File: src/rtl/regfile_read_arbiter.sv
// Round-robin arbiter sharing one 16:1 register-file read mux between NUM_REQ requesters.
// One read per grant: IDLE/RESP arbitrate, READ drives the select, RESP returns tagged data.
module regfile_read_arbiter #(
  parameter int NUM_REQ = 4,
  parameter int ID_W    = 2,
  parameter int SEL_W   = 4,
  parameter int DATA_W  = 16
) (
  input  logic                     clk,
  input  logic                     reset,
  input  logic [NUM_REQ-1:0]       req,
  input  logic [NUM_REQ*SEL_W-1:0] req_addr,
  output logic [NUM_REQ-1:0]       grant,
  output logic [SEL_W-1:0]         mux_select,
  input  logic [DATA_W-1:0]        mux_out,
  output logic                     rd_valid,
  output logic [DATA_W-1:0]        rd_data,
  output logic [ID_W-1:0]          rd_id,
  output logic                     busy
);

  typedef enum logic [1:0] {
    IDLE = 2'd0,
    READ = 2'd1,
    RESP = 2'd2
  } state_t;

  state_t          state;
  state_t          state_next;
  logic [ID_W-1:0] ptr;
  logic [ID_W-1:0] cur_id;
  logic [ID_W-1:0] win_id;
  logic [ID_W-1:0] scan_idx;
  logic            win_found;
  logic            can_arb;
  logic            start;

  assign can_arb = (state == IDLE) || (state == RESP);
  assign start   = can_arb && win_found;

  // Scan ptr+1, ptr+2, ... ; ID_W-bit arithmetic wraps because NUM_REQ == 2**ID_W.
  always_comb begin
    // NOTE: every variable written here gets a default first, otherwise a latch is inferred.
    win_found = 1'b0;
    win_id    = '0;
    scan_idx  = '0;
    for (int i = 1; i <= NUM_REQ; i++) begin
      scan_idx = ptr + ID_W'(i);
      if (!win_found && req[scan_idx]) begin
        win_found = 1'b1;
        win_id    = scan_idx;
      end
    end
  end

  // State register
  always_ff @(posedge clk) begin
    // NOTE: sequential state uses non-blocking assignments so all flops update together.
    if (reset) state <= IDLE;
    else       state <= state_next;
  end

  // Next-state logic
  always_comb begin
    state_next = IDLE;
    unique case (state)
      IDLE:    state_next = win_found ? READ : IDLE;
      READ:    state_next = RESP;
      RESP:    state_next = win_found ? READ : IDLE;
      default: state_next = IDLE;
    endcase
  end

  // Output decode
  always_comb begin
    busy = (state != IDLE);
  end

  // Registered datapath: winner and its address are latched at the arbitration edge,
  // so address changes during READ never reach the mux.
  always_ff @(posedge clk) begin
    if (reset) begin
      grant      <= '0;
      mux_select <= '0;
      rd_valid   <= 1'b0;
      rd_data    <= '0;
      rd_id      <= '0;
      cur_id     <= '0;
      ptr        <= ID_W'(NUM_REQ - 1);
    end else begin
      grant    <= '0;
      rd_valid <= 1'b0;
      if (start) begin
        grant      <= {{(NUM_REQ-1){1'b0}}, 1'b1} << win_id;
        mux_select <= req_addr[int'(win_id)*SEL_W +: SEL_W];
        cur_id     <= win_id;
      end
      if (state == READ) begin
        rd_data  <= mux_out;
        rd_id    <= cur_id;
        ptr      <= cur_id;
        rd_valid <= 1'b1;
      end
    end
  end

endmodule
File: config.mk
export PLATFORM = sky130hd
export DESIGN_NAME = regfile_read_arbiter
export DESIGN_NICKNAME = d
export VERILOG_FILES = /design/src/rtl/regfile_read_arbiter.sv
export SDC_FILE = /design/constraint.sdc
export NUM_CORES = 1
export LEC_CHECK = 0
export CORE_MARGIN = 1
export CORE_UTILIZATION = 60
export CTS_BUF_LIST = sky130_fd_sc_hd__clkbuf_16
export CTS_CLUSTER_DIAMETER = 120
export CTS_CLUSTER_SIZE = 14
export DETAILED_ROUTE_END_ITERATION = 16
export DONT_BUFFER_PORTS = 1
export PLACE_DENSITY = 0.76
export RECOVER_POWER = 50
export SETUP_SLACK_MARGIN = 0.1
export SLEW_MARGIN = 20
export SYNTH_ARGS = -nofsm -noshare
export SYNTH_HDL_FRONTEND = slang
export SYNTH_SLANG_ARGS = --single-unit
File: constraint.sdc
create_clock -name clk -period 1.65 [get_ports clk]
set_input_delay 0.33 -clock clk [delete_from_list [all_inputs] [get_ports clk]]
set_output_delay 0.33 -clock clk [all_outputs]
set_load 0.02 [all_outputs]
==> metrics.yaml, run 1 <==
cts:
  cts_made_buffers: 5
  cts.clk_slew.worst_paths_ns: 0.05
  cts.htree.levels: 2
  cts_root_buf: "clkbuf_16"
  clkLatencyLatePin_ns: 0.27
  clk_path_buf_depth: 2
  cts_tree: "done"
  cts_sinks: 33
timing:
  period_needed_ns: 1.476
  relSlewSlack: 0.8154
  slew_viol_final: 0
  max_freq_mhz: 677.6
  worstMarginPinSlew_ns: 0.2769
  min_period_over_period: 0.8944
  holdWs_ns: 0.1290
  hold_violations: 0
  rsz0062_at_grt: "no"
  setup_tns_ns: 0
  skew_ns: 0.002472
  setup_viol: 0
detailed_routing:
  viasPerCell: 5.855
  drt_wl_total_mm: 2.698
  drt_iter0_drc: 27
  drcViolationCount: 0
  vias: 1048
  ant_nets: 0
  wl_per_cell_um: 15.07
  dr.pass1.iters: 4
synth:
  synth_top_family_by_area: "simple AND/OR/NAND/NOR gates"
  synth-seq-area-share: 0.5116
  synth_edf_count: 0
  muxShareOfSynthArea: 0.06977
  synth_nets: 187
  netlist.area_leader.share: 0.5116
  yosys.area.top_type: "dfxtp_1"
  synth_commonest_cells: "nand2_1 (43), dfxtp_1 (33), a21oi_1 (24)"
  ys_async_sr_fraction: 0
  yosys-top-cells-area: "dfxtp_1 (51%), nand2_1 (13%), a21oi_1 (9.3%)"
  yosysWarnings: 0
  syn_area_mm2: 0.001291
  synth_xor_area_frac: 0
  synthAdderAreaFrac: 0
  synth-simple-area-share: 0.2083
  synth_cell_types: 22
  synth-main-ff-cell: "dfxtp_1"
  syn_avg_cell_area_um2: 8.666
  synth-seq-cells: 33
  synth.most_common_cell: "nand2_1"
  synth_compound_area_frac: 0.1589
  netlist_instances: 149
die:
  dieWidth_um: 48.39
  start_util: 0.6450
  num_io_pins: 66
  dieArea_mm2: 0.002342
  core_area_mm2: 0.002002
  die_y_um: 48.39
  fp-row-count: 16
pwr:
  combPwrFrac: 0.100
  irDropWorstVdd_mv: 0.9142
  leakagePower_nw: 0.5790
  pwr-share-clk: 0.421
  internal-power_w: 0.001494
  switchingPower_w: 0.0005140
  pwr-share-seq: 0.479
  power-per-cell-area_mw_per_mm2: 1392
  sw_frac_of_total: 0.2560
global_routing:
  grt_usage: 0.2347
  grt_pass1_wl_mm: 4.098
  overflow: 0
  antenna_found_initial: 0
  grt_pass1_vias: 985
  grt_max_degree: 30
final_layout:
  drive_gt1_frac: 0.1118
  synthToLayoutAreaGrowth_pct: 11.72
  fill_cells: 166
  antennaDiodeCount: 0
  fin_area_mm2: 0.001443
  finalNetCount: 189
min_path:
  hold_end: "rd_data[14]"
  whs_path_depth: 1
  min_from: "reset"
  hold_path.class: "in2reg"
critical_path:
  critical_path.top_delay_family: "multiplexers"
  reg2reg_to: "mux_select[1]"
  crit_type: "reg2reg"
  end_kind: "register"
  cp_data_required_time_ns: 1.78
  reg2reg_depth: 4
  cp.arrival_ns: 1.60
  crit_path_max_incr_delay_ns: 0.39
  crit_path_cell_trace: "mux2i_2, o221a_4, mux2i_1, o221ai_1"
  path_max_fanout: 7
  cp_slowest_cell: "dfxtp_2"
  start_kind: "register"
  reg2reg_from: "ptr[1]"
  reg2reg_slack_ns: 0.17
  crit_buf_inv: 0
flow_run:
  max-cap-violations: 0
placement:
  hpwl_mm: 1.799
  place_area_mm2: 0.001281
  io_buffers: 0
  gp_congestion: 0.7239
status:
  outcome: "completed"
layout make-up:
type                    count  area (um2)  share of cell area
clock buffers               5       125.1             0.08673
clock inverters             3       12.51            0.008673
inverters                   2       7.507            0.005204
multi-input cells         106       579.3              0.4016
flip-flops and latches     33       661.9              0.4588
well taps                  27       33.78             0.02342
repair buffers              3       22.52             0.01561
metrics by stage:
stage | setup WS (ns) | cells | power, W | util
after floorplan | 0.2517 | 149 | 0.001148 | -
final | 0.1742 | 179 | 0.002008 | 0.7206
after global placement | 0.2272 | 169 | 0.001148 | 0.6400
after CTS | 0.1077 | 177 | 0.002005 | 0.7088
after detailed placement | 0.1263 | 169 | 0.001163 | 0.6400
after global routing | 0.1016 | 179 | 0.002079 | 0.7206
flip-flops by register name, indices dropped and copies added, names as in the netlist:
signal,flops
mux_select,4
cur_id,2
grant,4
state,2
rd_valid,1
rd_data,16
ptr,2
rd_id,2
worst max path at each step:
stage / cells after the start / to / from
after floorplan: 6 / mux_select[0] / ptr[1]
after detailed placement: 4 / mux_select[1] / ptr[1]
after CTS: 4 / mux_select[2] / ptr[1]
final: 4 / mux_select[1] / ptr[1]
after global routing: 4 / mux_select[2] / ptr[1]
after global placement: 4 / mux_select[1] / ptr[1]
per-layer routing:
metal / vias up / global-route usage / part of all wire
met5: - / 0 / 0
met4: 0 / 0.1422 / 0.019
met3: 7 / 0.07233 / 0.070
met2: 50 / 0.4319 / 0.52
met1: 487 / 0.2274 / 0.39
li1: 504 / - / -
cell usage in the layout (no fill, tap or decap):
master / netlist / routed
a211oi_1: 1 / 1
a21o_1: 1 / 1
a21oi_1: 24 / 24
a21oi_2: 1 / 1
a31oi_1: 1 / 1
buf_4: 0 / 3
clkbuf_16: 0 / 5
clkinv_1: 0 / 2
clkinv_2: 0 / 1
dfxtp_1: 33 / 32
dfxtp_2: 0 / 1
inv_1: 1 / 1
inv_2: 1 / 1
mux2i_1: 9 / 8
mux2i_2: 0 / 1
nand2_1: 43 / 43
nand2b_1: 3 / 3
nand3b_1: 4 / 4
nor2_1: 10 / 10
nor2b_1: 1 / 1
nor2b_2: 1 / 1
o221a_2: 0 / 1
o221a_4: 1 / 1
o221ai_1: 4 / 4
or2_2: 1 / 1
power by group through the flow:
| stage | Clock (W) | Sequential, W | Combinational, W |
|---|---|---|---|
| 5_1_grt | 0.000888 | 0.000968 | 0.000223 |
| 6_report | 0.000844 | 0.000963 | 0.000201 |
| 4_1_cts | 0.000855 | 0.000962 | 0.000188 |
| 2_1_floorplan | 0 | 0.000963 | 0.000186 |
| 3_5_place_dp | 0 | 0.000976 | 0.000187 |
| 3_3_place_gp | 0 | 0.000974 | 0.000175 |
cells by family (layout without fill, tap and decap cells):
logic type      Yosys count  count (layout)
simple gates             63              63
buf+inv                  11              13
mux                       9               9
flops                    33              33
compound gates           33              34
worst register-to-register path, delay by kind of cell (launching register included):
kind	cells	cell delay, ns
AO/OA/AOI/OAI	2	0.44
multiplexers	2	0.50
flip-flops	1	0.39
timing repair:
action | 4_1_cts | 5_1_grt
resized for setup | 0 | 2
hold buffers | 0 | 0
endpoints found under the setup margin | 0 | 4
setup buffers | 0 | 1
No activity file was read; power rests on OpenSTA's default activity.
==> inputs of run 2 (changes only) <==
--- a/config.mk
+++ b/config.mk
@@ -5,14 +5,15 @@
 export SDC_FILE = /design/constraint.sdc
 export NUM_CORES = 1
 export LEC_CHECK = 0
+export ABC_AREA = 1
 export CORE_MARGIN = 1
-export CORE_UTILIZATION = 60
+export CORE_UTILIZATION = 61
 export CTS_BUF_LIST = sky130_fd_sc_hd__clkbuf_16
 export CTS_CLUSTER_DIAMETER = 120
 export CTS_CLUSTER_SIZE = 14
 export DETAILED_ROUTE_END_ITERATION = 16
 export DONT_BUFFER_PORTS = 1
-export PLACE_DENSITY = 0.76
+export PLACE_DENSITY = 0.77
 export RECOVER_POWER = 50
 export SETUP_SLACK_MARGIN = 0.1
 export SLEW_MARGIN = 20
==> metrics.yaml, run 2 <==
final_layout:
  reg.largest.list: "rd_data x16, grant x4, mux_select x4"
  fill_cells: 165  # -0.60%
  antennaDiodeCount: 0  # unchanged
  largest_reg_flops: 16  # unchanged
  largest_register: "rd_data"
  stdcell_count: 276  # +54%
  finalNetCount: 284  # +50%
  drive_gt1_frac: 0.2683  # +0.1565
  multiInputGateArea_um2: 909.6  # +57%
  fin_area_mm2: 0.001971  # +37%
  synthToLayoutAreaGrowth_pct: 22.47
  final_cell_mix: "nor2_1 (49), dfxtp_1 (31), nand2_1 (27)"
  layout_commonest_cell: "nor2_1"
  seq_area_um2: 668.1  # +0.95%
  utilization: 0.7955  # +0.07483
die:
  fp-row-count: 18  # +2
  num_io_pins: 66  # unchanged
  dieWidth_um: 53.36  # +10%
  die_y_um: 53.36  # +10%
  core_area_mm2: 0.002477  # +24%
  start_util: 0.6495  # +0.004495
  dieArea_mm2: 0.002847  # +22%
placement:
  hpwl_mm: 2.346  # +30%
  place_area_mm2: 0.001668  # +30%
  io_buffers: 0  # unchanged
  gp_congestion: 0.7803  # +7.8%
  dp_slack_ns: -0.1013  # -0.2276 ns
  place_inst: 261  # +54%
synth:
  yosysWarnings: 0  # unchanged
  syn_avg_cell_area_um2: 6.789  # -22%
  yosys-top-cells-area: "dfxtp_1 (41%), nor2_1 (11%), nand2_1 (10%)"
  netlist_instances: 237  # +59%
  synth_edf_count: 0  # unchanged
  synth-seq-area-share: 0.4106  # -0.1011
  ys_async_sr_fraction: 0  # unchanged
  synth_cell_types: 20  # -9.1%
  yosys.area.top_type: "dfxtp_1"
  netlist.area_leader.share: 0.4106  # -0.1011
  synth_nets: 275  # +47%
  syn_area_mm2: 0.001609  # +25%
  synth.most_common_cell: "nor2_1"
  synth-seq-cells: 33  # unchanged
  synth_commonest_cells: "nor2_1 (49), nand2_1 (45), dfxtp_1 (33)"
  synth-main-ff-cell: "dfxtp_1"
detailed_routing:
  vias: 1503  # +43%
  wl_per_cell_um: 13.92  # -7.7%
  drcViolationCount: 0  # unchanged
  topRoutingLayerUsed: "met4"
  viasPerCell: 5.446  # -7.0%
  wl_met3_um: 244  # +28%
  drt_wl_total_mm: 3.841  # +42%
  dr.pass1.iters: 4  # unchanged
  ant_nets: 0  # unchanged
  met1_length_mm: 1.563  # +49%
  drt_iter0_drc: 32  # +19%
  dr_wl_met2_mm: 1.949  # +38%
cts:
  clkLatencyLatePin_ns: 0.27  # about the same
  cts_root_buf: "clkbuf_16"
  hold_buffers: 0  # unchanged
  cts.clk_slew.worst_paths_ns: 0.05  # about the same
  clk_path_buf_depth: 2  # unchanged
  cts_tree: "done"
  cts_sinks: 33  # unchanged
  cts_made_buffers: 5  # unchanged
  cts.htree.levels: 2  # unchanged
critical_path:
  crit_path_max_incr_delay_ns: 0.40  # about the same
  cp-endpoint: "mux_select[0]"
  reg2reg_slack_ns: -0.11  # -0.28 ns
  path_max_fanout: 6  # -1
  reg2reg_from: "ptr[0]"
  cp_slowest_cell: "dfxtp_4"
  crit_type: "reg2reg"
  reg2reg_to: "mux_select[0]"
  reg2reg_depth: 12  # +8
  crit_path_cell_trace: "buf_6, nand2_1, nand3_1, nand2_2, o21ai_1, nand2_1, nand2_1, o21ai_2, nand3_1, nand3_1, nand2_1, inv_1"
  cp-startpoint: "ptr[0]"
  start_kind: "register"
  cp.arrival_ns: 1.93  # +0.33 ns
  crit_top_cell: "nand2_1"
  end_kind: "register"
  cp_data_required_time_ns: 1.82  # +0.04 ns
global_routing:
  grt_pass1_wl_mm: 5.575  # +36%
  overflow: 0  # unchanged
  antenna_found_initial: 0  # unchanged
  grt_usage: 0.2696  # +0.03492
  grt_pass1_vias: 1272  # +29%
  grt_max_degree: 21  # -30%
timing:
  setup_viol: 8  # +8
  min_period_over_period: 1.064  # +0.1697
  max_freq_mhz: 569.5  # -16%
  rsz0062_at_grt: "yes"
  skew_ns: 0.002978  # +0.0005062 ns
  slew_viol_final: 0  # unchanged
  hold_violations: 0  # unchanged
  period_needed_ns: 1.756  # +0.2800 ns
  setup_ws_ns: -0.1058  # -0.2800 ns
  worstMarginPinSlew_ns: 0.5440  # +0.2671 ns
  relSlewSlack: 0.6369  # -0.1785
  holdWs_ns: 0.1272  # -0.001745 ns
min_path:
  hold_path.class: "in2reg"
  whs_path_depth: 1  # unchanged
status:
  failed_checks: "setup timing"
  outcome: "finished, violations left"
pwr:
  leakagePower_nw: 0.9868  # +70%
  power-per-cell-area_mw_per_mm2: 1725  # +24%
  irDropWorstVdd_mv: 1.416  # +55%
flow_run:
  max-cap-violations: 0  # unchanged
-- run 2: cell count changes after synthesis, sizes merged, moves of 3 or more --
cell,change
nor2,+41
inv,+29
nand3,+28
a21oi,-21
o21ai,+19
nand2,+16
mux2i,-9
nand3b,-4
o221ai,-4
nand2b,-3
-- run 2: final cells by class --
| type | instances | share of cell area |
|---|---|---|
| multi-input combinational | 165 | 0.4616 |
| sequential | 33 | 0.3390 |
| inverter | 31 | 0.06413 |
| clock buffer | 5 | 0.06349 |
| timing repair buffer | 9 | 0.04254 |
| tap | 30 | 0.01905 |
| clock inverter | 2 | 0.005714 |
| timing repair inverter | 1 | 0.004444 |
-- run 2: repair_timing --
item / in CTS / in global routing
gates resized for setup: 20 / 9
buffers inserted: 5 / 1
setup endpoints to repair: 10 / 10
gates cloned: 1 / 1
pin swaps: 24 / 1
-- run 2: cell families after synthesis --
logic type      count (synthesis)  synth area share
simple gates                  139            0.3981
buf+inv                        40            0.1058
flops                          33            0.4106
compound gates                 25           0.08554
-- run 2: per-layer routing --
metal / up-vias / global-route usage
met3: 11 / 0.08046
met2: 62 / 0.4479
met1: 680 / 0.3275
met4: 0 / 0.08772
met5: - / 0
li1: 750 / -
-- run 2: worst min path at each step --
stage                         start        end  slack, ns
after floorplan           cur_id[1]  cur_id[1]       0.45
after global placement        reset   rd_id[0]       0.40
after detailed placement      reset   rd_id[1]       0.41
after CTS                     reset   rd_valid       0.13
after global routing          reset   rd_valid       0.12
final                         reset   rd_valid       0.13
-- run 2: power by group --
group	internal [W]	switching (W)	total [W]	leakage, nW
Clock	0.000543	0.000306	0.000849	0.0633
Combinational	0.000477	0.000819	0.00130	0.651
Sequential	0.000974	0.000279	0.00125	0.272
Total	0.00199	0.00140	0.00340	0.987
-- run 2: metrics by stage --
step | setup TNS [ns] | total power, W
after floorplan | 0 | 0.002116
after global placement | 0 | 0.002263
after detailed placement | -0.3415 | 0.002305
after CTS | 0 | 0.003283
after global routing | -1.342 | 0.003574
final | -0.5313 | 0.003399
-- run 2: worst max-delay path: cells and delay by family, from the launching register on --
| family | cells | cell delay [ns] |
|---|---|---|
| AO/OA/AOI/OAI | 2 | 0.25 |
| flip-flops | 1 | 0.40 |
| buffers and inverters | 2 | 0.18 |
| AND/OR/NAND/NOR | 8 | 0.82 |
